$ cat src/rtl/serial_drv_pkg.sv
// Shared types and defaults for the serial word driver that feeds shift_reg.
package serial_drv_pkg;

    typedef enum logic [1:0] {IDLE, SHIFT, GAP} drv_state_t;

    localparam int DATA_WIDTH_DEF = 8;
    localparam int GAP_CYCLES_DEF = 2;

endpackage

$ cat src/rtl/serial_word_driver.sv
// Parallel-to-serial driver: plays one accepted word out bit by bit so the
// downstream shift_reg ends up holding exactly that word.
module serial_word_driver
    import serial_drv_pkg::*;
#(
    parameter int DATA_WIDTH = DATA_WIDTH_DEF,
    parameter int GAP_CYCLES = GAP_CYCLES_DEF
) (
    input  logic                  clk,
    input  logic                  rst_n,
    input  logic                  flush,
    input  logic                  in_valid,
    output logic                  in_ready,
    input  logic [DATA_WIDTH-1:0] in_data,
    input  logic                  in_lsb_first,
    output logic                  shift_en,
    output logic                  dir,
    output logic                  d_out,
    output logic                  word_done,
    output logic                  busy
);

    localparam int CW = $clog2(DATA_WIDTH);
    localparam int GW = (GAP_CYCLES > 0) ? $clog2(GAP_CYCLES + 1) : 1;
    localparam logic [CW-1:0] BIT_LAST = CW'(DATA_WIDTH - 1);
    localparam logic [GW-1:0] GAP_LAST = GW'((GAP_CYCLES > 0) ? GAP_CYCLES - 1 : 0);
    localparam bit HAS_GAP = (GAP_CYCLES > 0);

    drv_state_t            state, state_next;
    logic [CW-1:0]         bit_cnt, bit_cnt_next;
    logic [GW-1:0]         gap_cnt, gap_cnt_next;
    logic [DATA_WIDTH-1:0] word_q, word_next;
    logic                  lsb_q, lsb_next;
    logic                  shift_en_next;
    logic                  d_out_next;
    logic                  word_done_next;
    logic                  accept;
    logic                  last_bit;
    logic                  gap_end;

    // Bit k of the playout order: LSB-first walks up, MSB-first walks down.
    function automatic logic pick_bit(input logic [DATA_WIDTH-1:0] w,
                                      input logic                  lsb,
                                      input logic [CW-1:0]         k);
        return lsb ? w[k] : w[BIT_LAST - k];
    endfunction

    assign accept   = (state == IDLE) && in_valid;
    assign last_bit = (state == SHIFT) && (bit_cnt == BIT_LAST);
    assign gap_end  = (state == GAP) && (gap_cnt == GAP_LAST);

    assign in_ready = (state == IDLE);
    assign busy     = (state != IDLE);
    assign dir      = lsb_q;

    // NOTE: state, counters, latches and outputs share one async-reset register
    // block written only with <=, so every flop updates from pre-edge values.
    always_ff @(posedge clk or negedge rst_n) begin
        if (!rst_n) begin
            state     <= IDLE;
            bit_cnt   <= '0;
            gap_cnt   <= '0;
            word_q    <= '0;
            lsb_q     <= 1'b0;
            shift_en  <= 1'b0;
            d_out     <= 1'b0;
            word_done <= 1'b0;
        end else begin
            state     <= state_next;
            bit_cnt   <= bit_cnt_next;
            gap_cnt   <= gap_cnt_next;
            word_q    <= word_next;
            lsb_q     <= lsb_next;
            shift_en  <= shift_en_next;
            d_out     <= d_out_next;
            word_done <= word_done_next;
        end
    end

    // NOTE: each combinational block assigns a default to every target first,
    // so no path can leave a value unassigned and infer a latch.
    always_comb begin
        state_next = state;
        unique case (state)
            IDLE:  if (accept) state_next = SHIFT;
            SHIFT: begin
                if (flush)         state_next = IDLE;
                else if (last_bit) state_next = HAS_GAP ? GAP : IDLE;
            end
            GAP:   if (flush || gap_end) state_next = IDLE;
            default: state_next = IDLE;
        endcase
    end

    // Registered outputs are computed from the next state so they line up
    // with the state they describe rather than lagging it by a cycle.
    always_comb begin
        bit_cnt_next   = bit_cnt;
        gap_cnt_next   = gap_cnt;
        word_next      = word_q;
        lsb_next       = lsb_q;
        d_out_next     = 1'b0;
        shift_en_next  = (state_next == SHIFT);
        word_done_next = last_bit && !flush;

        if (accept) begin
            word_next    = in_data;
            lsb_next     = in_lsb_first;
            bit_cnt_next = '0;
            d_out_next   = pick_bit(in_data, in_lsb_first, '0);
        end else if ((state == SHIFT) && (state_next == SHIFT)) begin
            bit_cnt_next = bit_cnt + CW'(1);
            d_out_next   = pick_bit(word_q, lsb_q, bit_cnt + CW'(1));
        end

        if ((state_next == GAP) && (state != GAP)) begin
            gap_cnt_next = '0;
        end else if (state == GAP) begin
            gap_cnt_next = gap_cnt + GW'(1);
        end
    end

endmodule

$ cat config.mk
export PLATFORM = sky130hd
export DESIGN_NAME = serial_word_driver
export DESIGN_NICKNAME = d
export VERILOG_FILES = /design/src/rtl/serial_drv_pkg.sv /design/src/rtl/serial_word_driver.sv
export SDC_FILE = /design/constraint.sdc
export NUM_CORES = 1
export LEC_CHECK = 0
export BUFFER_PORTS_ARGS = -buffer_cell sky130_fd_sc_hd__buf_4
export CAP_MARGIN = 10
export CORE_MARGIN = 3
export CORE_UTILIZATION = 56
export DETAILED_ROUTE_END_ITERATION = 8
export PLACE_DENSITY = 0.81
export SKIP_LAST_GASP = 1
export SLEW_MARGIN = 0
export SYNTH_ARGS = -nofsm -noshare
export SYNTH_HDL_FRONTEND = slang
export SYNTH_SLANG_ARGS = --single-unit
$ cat constraint.sdc
create_clock -name clk -period 4.75 [get_ports clk]
set_input_delay 0.95 -clock clk [delete_from_list [all_inputs] [get_ports clk]]
set_output_delay 0.95 -clock clk [all_outputs]
set_load 0.1 [all_outputs]
## After elaboration in Yosys (flattened, before gate mapping)

Index checks and enable logic that the tools add are counted.

| storage, ports and cells | value |
|---|---|
| bits in registers | 19 |
| input port bits | 13 |

| cells by class | value |
|---|---|
| magnitude comparators | 2 |
| eq/ne operators | 7 |
| multiplexer cells | 17 |
| add/sub/neg operators | 3 |
| reduce and logical (&&, ||, !) cells | 12 |

Operator list:

| kind | count |
|---|---|
| 2-bit 2-to-1 mux | 6 |
| 3-bit by 4-bit less-than comparator with 1-bit output (second input constant) | 2 |
| 1-bit binary-select mux with 3-bit select | 2 |
| 2-bit by 1-bit == test with 1-bit output (second input constant) | 3 |
| 1-bit logical AND | 6 |
| 1-bit 2-to-1 mux | 6 |
| 3-bit 2-to-1 mux | 2 |
| 2-bit case mux with 3 select lines | 1 |
| 2-bit nonzero test | 3 |
| 2-bit == test (second input constant) | 2 |
| 3-bit by 1-bit adder with 3-bit output (second input constant) | 1 |
| 3-bit == test (second input constant) | 1 |
| 3-bit subtractor (first input constant) | 1 |
| 2-bit by 1-bit adder with 2-bit output (second input constant) | 1 |
| 2-bit logical NOT | 1 |
| 2-bit != test (second input constant) | 1 |
| 1-bit logical NOT | 1 |
| 1-bit logical OR | 1 |

## Longest topological paths before layout

| logic depth | value |
|---|---|
| word-level depth | 9 |
| mapped depth | 7 |
| depth with buffers taken out | 6 |

## Worst setup path after synthesis

No wires, ideal clock.

| path | value |
|---|---|
| path type | register to output |
| start | register state[0] |
| end | output busy |
| stages on the path, launching flop included | 3 |
| slack | 1.125 ns |
| data arrival time | 2.675 ns |
| buffers on the path | 0 |
| cell sequence | dfrtp_1 nor2_1 inv_1 |

| between the ends | value |
|---|---|
| cells in the longest elaborated chain, start to end | 1 |

RTL lines:

| what | line | text |
|---|---|---|
| start: declaration | serial_word_driver.sv:29 | `drv_state_t state, state_next;` |
| start signal: assignment | serial_word_driver.sv:69 | `state <= state_next;` |
| 2-bit nonzero test | serial_word_driver.sv:53 | `assign busy = (state != IDLE);` |
| end: declaration | serial_word_driver.sv:20 | `output logic busy` |

No other way between the ends.

## Final worst setup path

| path | value |
|---|---|
| start | register state[0] |
| end | output in_ready |

| between the ends | value |
|---|---|
| cells in the longest elaborated chain, start to end | 1 |

RTL lines:

| what | line | text |
|---|---|---|
| 2-bit logical NOT | serial_word_driver.sv:52 | `assign in_ready = (state == IDLE);` |
| end: declaration | serial_word_driver.sv:13 | `output logic in_ready,` |

No other way between the ends.

==> results by group <==
Status
  • Run status: complete, no violations

Timing
  • Final critical-path required period: 2.242 ns
  • Maximum clock frequency: 0.4460 GHz
  • Setup Viol. Count Final: 0
  • Final setup skew: 0.002581 ns
  • Number of endpoints with negative hold slack in the final report: 0
  • Final critical-path share of the clock period: 47.20%
  • Fin Setup TNS: 0 ns
  • Max-slew violations: 0
  • Unrepaired setup endpoints after global routing: false
  • Post-route worst setup slack: 2.508 ns
  • Worst-Margin Slew: 0.6902 ns
  • Worst slew slack as a fraction of its limit: 53.34%

Clock tree
  • Clk_lat worst skew: 0.30 ns
  • CTS Hold Bufs: 0
  • Cts bufs inserted: 3
  • TritonCTS clock tree: built
  • Max Root-Sink Buffers: 2
  • Clock transition at the registers of the reported paths: 0.11 ns
  • Postcts setup bufs: 0
  • CTS sink cnt: 19
  • Clk root buf: clkbuf_4
  • CTS H-Tree Depth: 1
  • Resized cells post-CTS: 0

Worst setup path
  • Arrival time worst endpoint: 1.29 ns
  • Slowest stage cell, crit path: dfrtp_1
  • Largest stage delay, worst path: 0.46 ns
  • Minimum setup slack among reg-to-reg paths: 2.57 ns
  • Launching point of the worst reg2reg path: bit_cnt[0]
  • WP data required: 3.80 ns
  • Worst reg2reg endpoint: d_out
  • CP Capture Point: in_ready
  • Stages on the worst setup path: 2
  • Element type at the critical path end: output port
  • Startpoint of the most critical setup path: state[0]
  • Crit start category: flop
  • Cell chain of the critical path: nor2_1 > buf_4
  • Depth of the worst register-to-register path: 5
  • Largest fanout on the critical path: 7
  • Type of the worst setup path: flop to output port
  • Count of buffer and inverter cells on the critical path: 1
  • Largest delay contributor family on the critical path: flip-flops

GRT
  • Maximum number of pins on one net before global-route repair: 20
  • Number of antenna violations at the first check in global routing: 0
  • GR Overflow Total: 0
  • Global Route Usage Sum: 19.26%
  • Via count of the first global-routing pass: 669
  • Global-route wire length before repair: 2.987 mm

Placed design
  • Placer congestion estimate: 0.7994
  • Count of input and output buffers: 18
  • Half-perimeter wire length of the detailed placement result: 1.360 mm
  • Worst slack, placed: 2.102 ns

Power
  • Leak Pwr: 0.0005536 uW
  • Worst vdd rail ir drop: 0.0002667 V
  • Power per unit of standard cell area: 452.1 mW/mm^2

Floorplan
  • Cell row count: 14
  • Vertical extent of the die: 46.86 microns
  • Starting utilization of the core area: 60.63%
  • Ports placed on the boundary: 19
  • Width of the die: 46.86 microns
  • Standard cell core area: 0.001541 sq mm
  • Full die area: 0.002195 sq mm

Synth
  • Syn_area_per_cell: 10.05 sq um
  • Number of enable-type register cells in the synthesized netlist: 0
  • Number of distinct library cell variants in the gate-level netlist after synthesis: 25
  • Post-Syn Instances: 93
  • Number of warnings reported in the yosys synthesis log: 0
  • Proportion of register bits with asynchronous set or reset after synthesis: 100.0%
  • Total nets after synthesis: 109
  • Most used flip-flop cell after synthesis: dfrtp_1
  • Cell Area, Synth: 934.6 sq um
  • Proportion of synthesized chip area in sequential cells: 50.87%
  • Yosys reg bits: 19

Layout
  • Final layout net count: 129
  • Number of diodes: 0
  • Most common library cell in the layout ignoring fill and taps: nand2_1
  • Fraction of layout cells with a size suffix above 1: 25.00%
  • Commonest cells after routing, fill and taps aside: 33 x nand2_1, 19 x dfrtp_1, 18 x buf_4
  • P&R area growth vs syn: 18.61%

Detailed routing
  • Overall routed net length: 1.814 mm
  • Iteration-0 DRC Markers: 11
  • Via-per-instance ratio: 5.563
  • Post-detailed-route count of antenna-violating nets: 0
  • DRC viols: 0
  • Total via count in the routed design: 712
  • Average routed wire per standard cell: 14.17 microns
  • Detailed Routing Iterations Pass 1: 4

Run
  • Max-cap violation count: 0

Min path
  • Hold Path Class: input port to async pin
-- cells in the mapped netlist (all sizes together), types with 2 or more instances --
cell type  count  area share [%]
ha             3             4.0
mux4           2             4.8
nand2         33              13
nor2           4             1.6
dfrtp         19              51
nand3b         3             2.4
nand3          2             1.1
o21ai          2             1.1
buf            2            0.94
mux2i          4             4.3
o211ai         3             2.4
inv            4             1.6
-- cell families after synthesis --
family | Yosys count | share of synthesized area [%]
mux | 7 | 10.31
flops | 19 | 50.87
compound gates | 9 | 7.497
fa+ha+maj | 3 | 4.016
simple gates | 48 | 24.36
buf+inv | 7 | 2.943
-- power breakdown --
part	internal, uW	leakage [uW]	switching [uW]
Combinational	70.8	0.000301	125
Sequential	193	0.000238	29.5
Clock	32.8	0.0000150	50.1
Total	296	0.000554	205
-- flip-flops by register name, indices dropped and copies added (netlist names) --
register / cells
d_out: 1
word_q: 8
dir: 1
word_done: 1
state: 2
bit_cnt: 3
gap_cnt: 2
shift_en: 1
-- worst min path at each step --
stage,start,endpoint,slack (ns),cells past startpoint
finish,rst_n,word_done,0.50,1
global route,rst_n,bit_cnt[1],0.50,1
CTS,rst_n,bit_cnt[2],0.50,1
detailed placement,word_q[0],word_q[0],0.49,2
global placement,word_q[1],word_q[1],0.48,2
floorplan,word_q[0],word_q[0],0.46,2
-- metrics by stage --
| step | total power [uW] | instances | hold slack [ns] | area [sq um] | util, % |
|---|---|---|---|---|---|
| 3_5_place_dp | 422.9 | 124 | 0.4885 | 1077 | 69.89 |
| 3_3_place_gp | 416.8 | 124 | 0.4797 | 1077 | 69.89 |
| 4_1_cts | 503.9 | 128 | 0.5022 | 1104 | 71.59 |
| 6_report | 501.2 | 128 | 0.4968 | 1109 | 71.92 |
| 5_1_grt | 531.4 | 128 | 0.5028 | 1109 | 71.92 |
| 2_1_floorplan | 376.7 | 93 | 0.4617 | 934.6 | - |
-- per-layer routing --
layer | vias to the layer above | routed length (microns) | GRT usage, %
met5 | - | 0 | 0
met2 | 14 | 897 | 32.52
met1 | 341 | 825 | 25.48
met4 | 0 | 19 | 4.972
li1 | 355 | - | -
met3 | 2 | 71 | 3.448
-- area by class of cell --
cell class	instances	area, sq um
Fill cell	123	432.9
Multi-Input combinational cell	67	436.7
Inverter	4	15.01
Tap cell	16	20.02
Clock buffer	4	26.28
Timing Repair Buffer	18	135.1
Sequential cell	19	475.5
-- worst reg2reg max path, stage by stage, from the launching register on --
cell and delay, ns:
dfrtp_1 0.49, ha_1 0.25, ha_1 0.47, mux4_2 0.55, o211ai_1 0.20, o211ai_1 0.11
(Power assumes the default switching activity.)
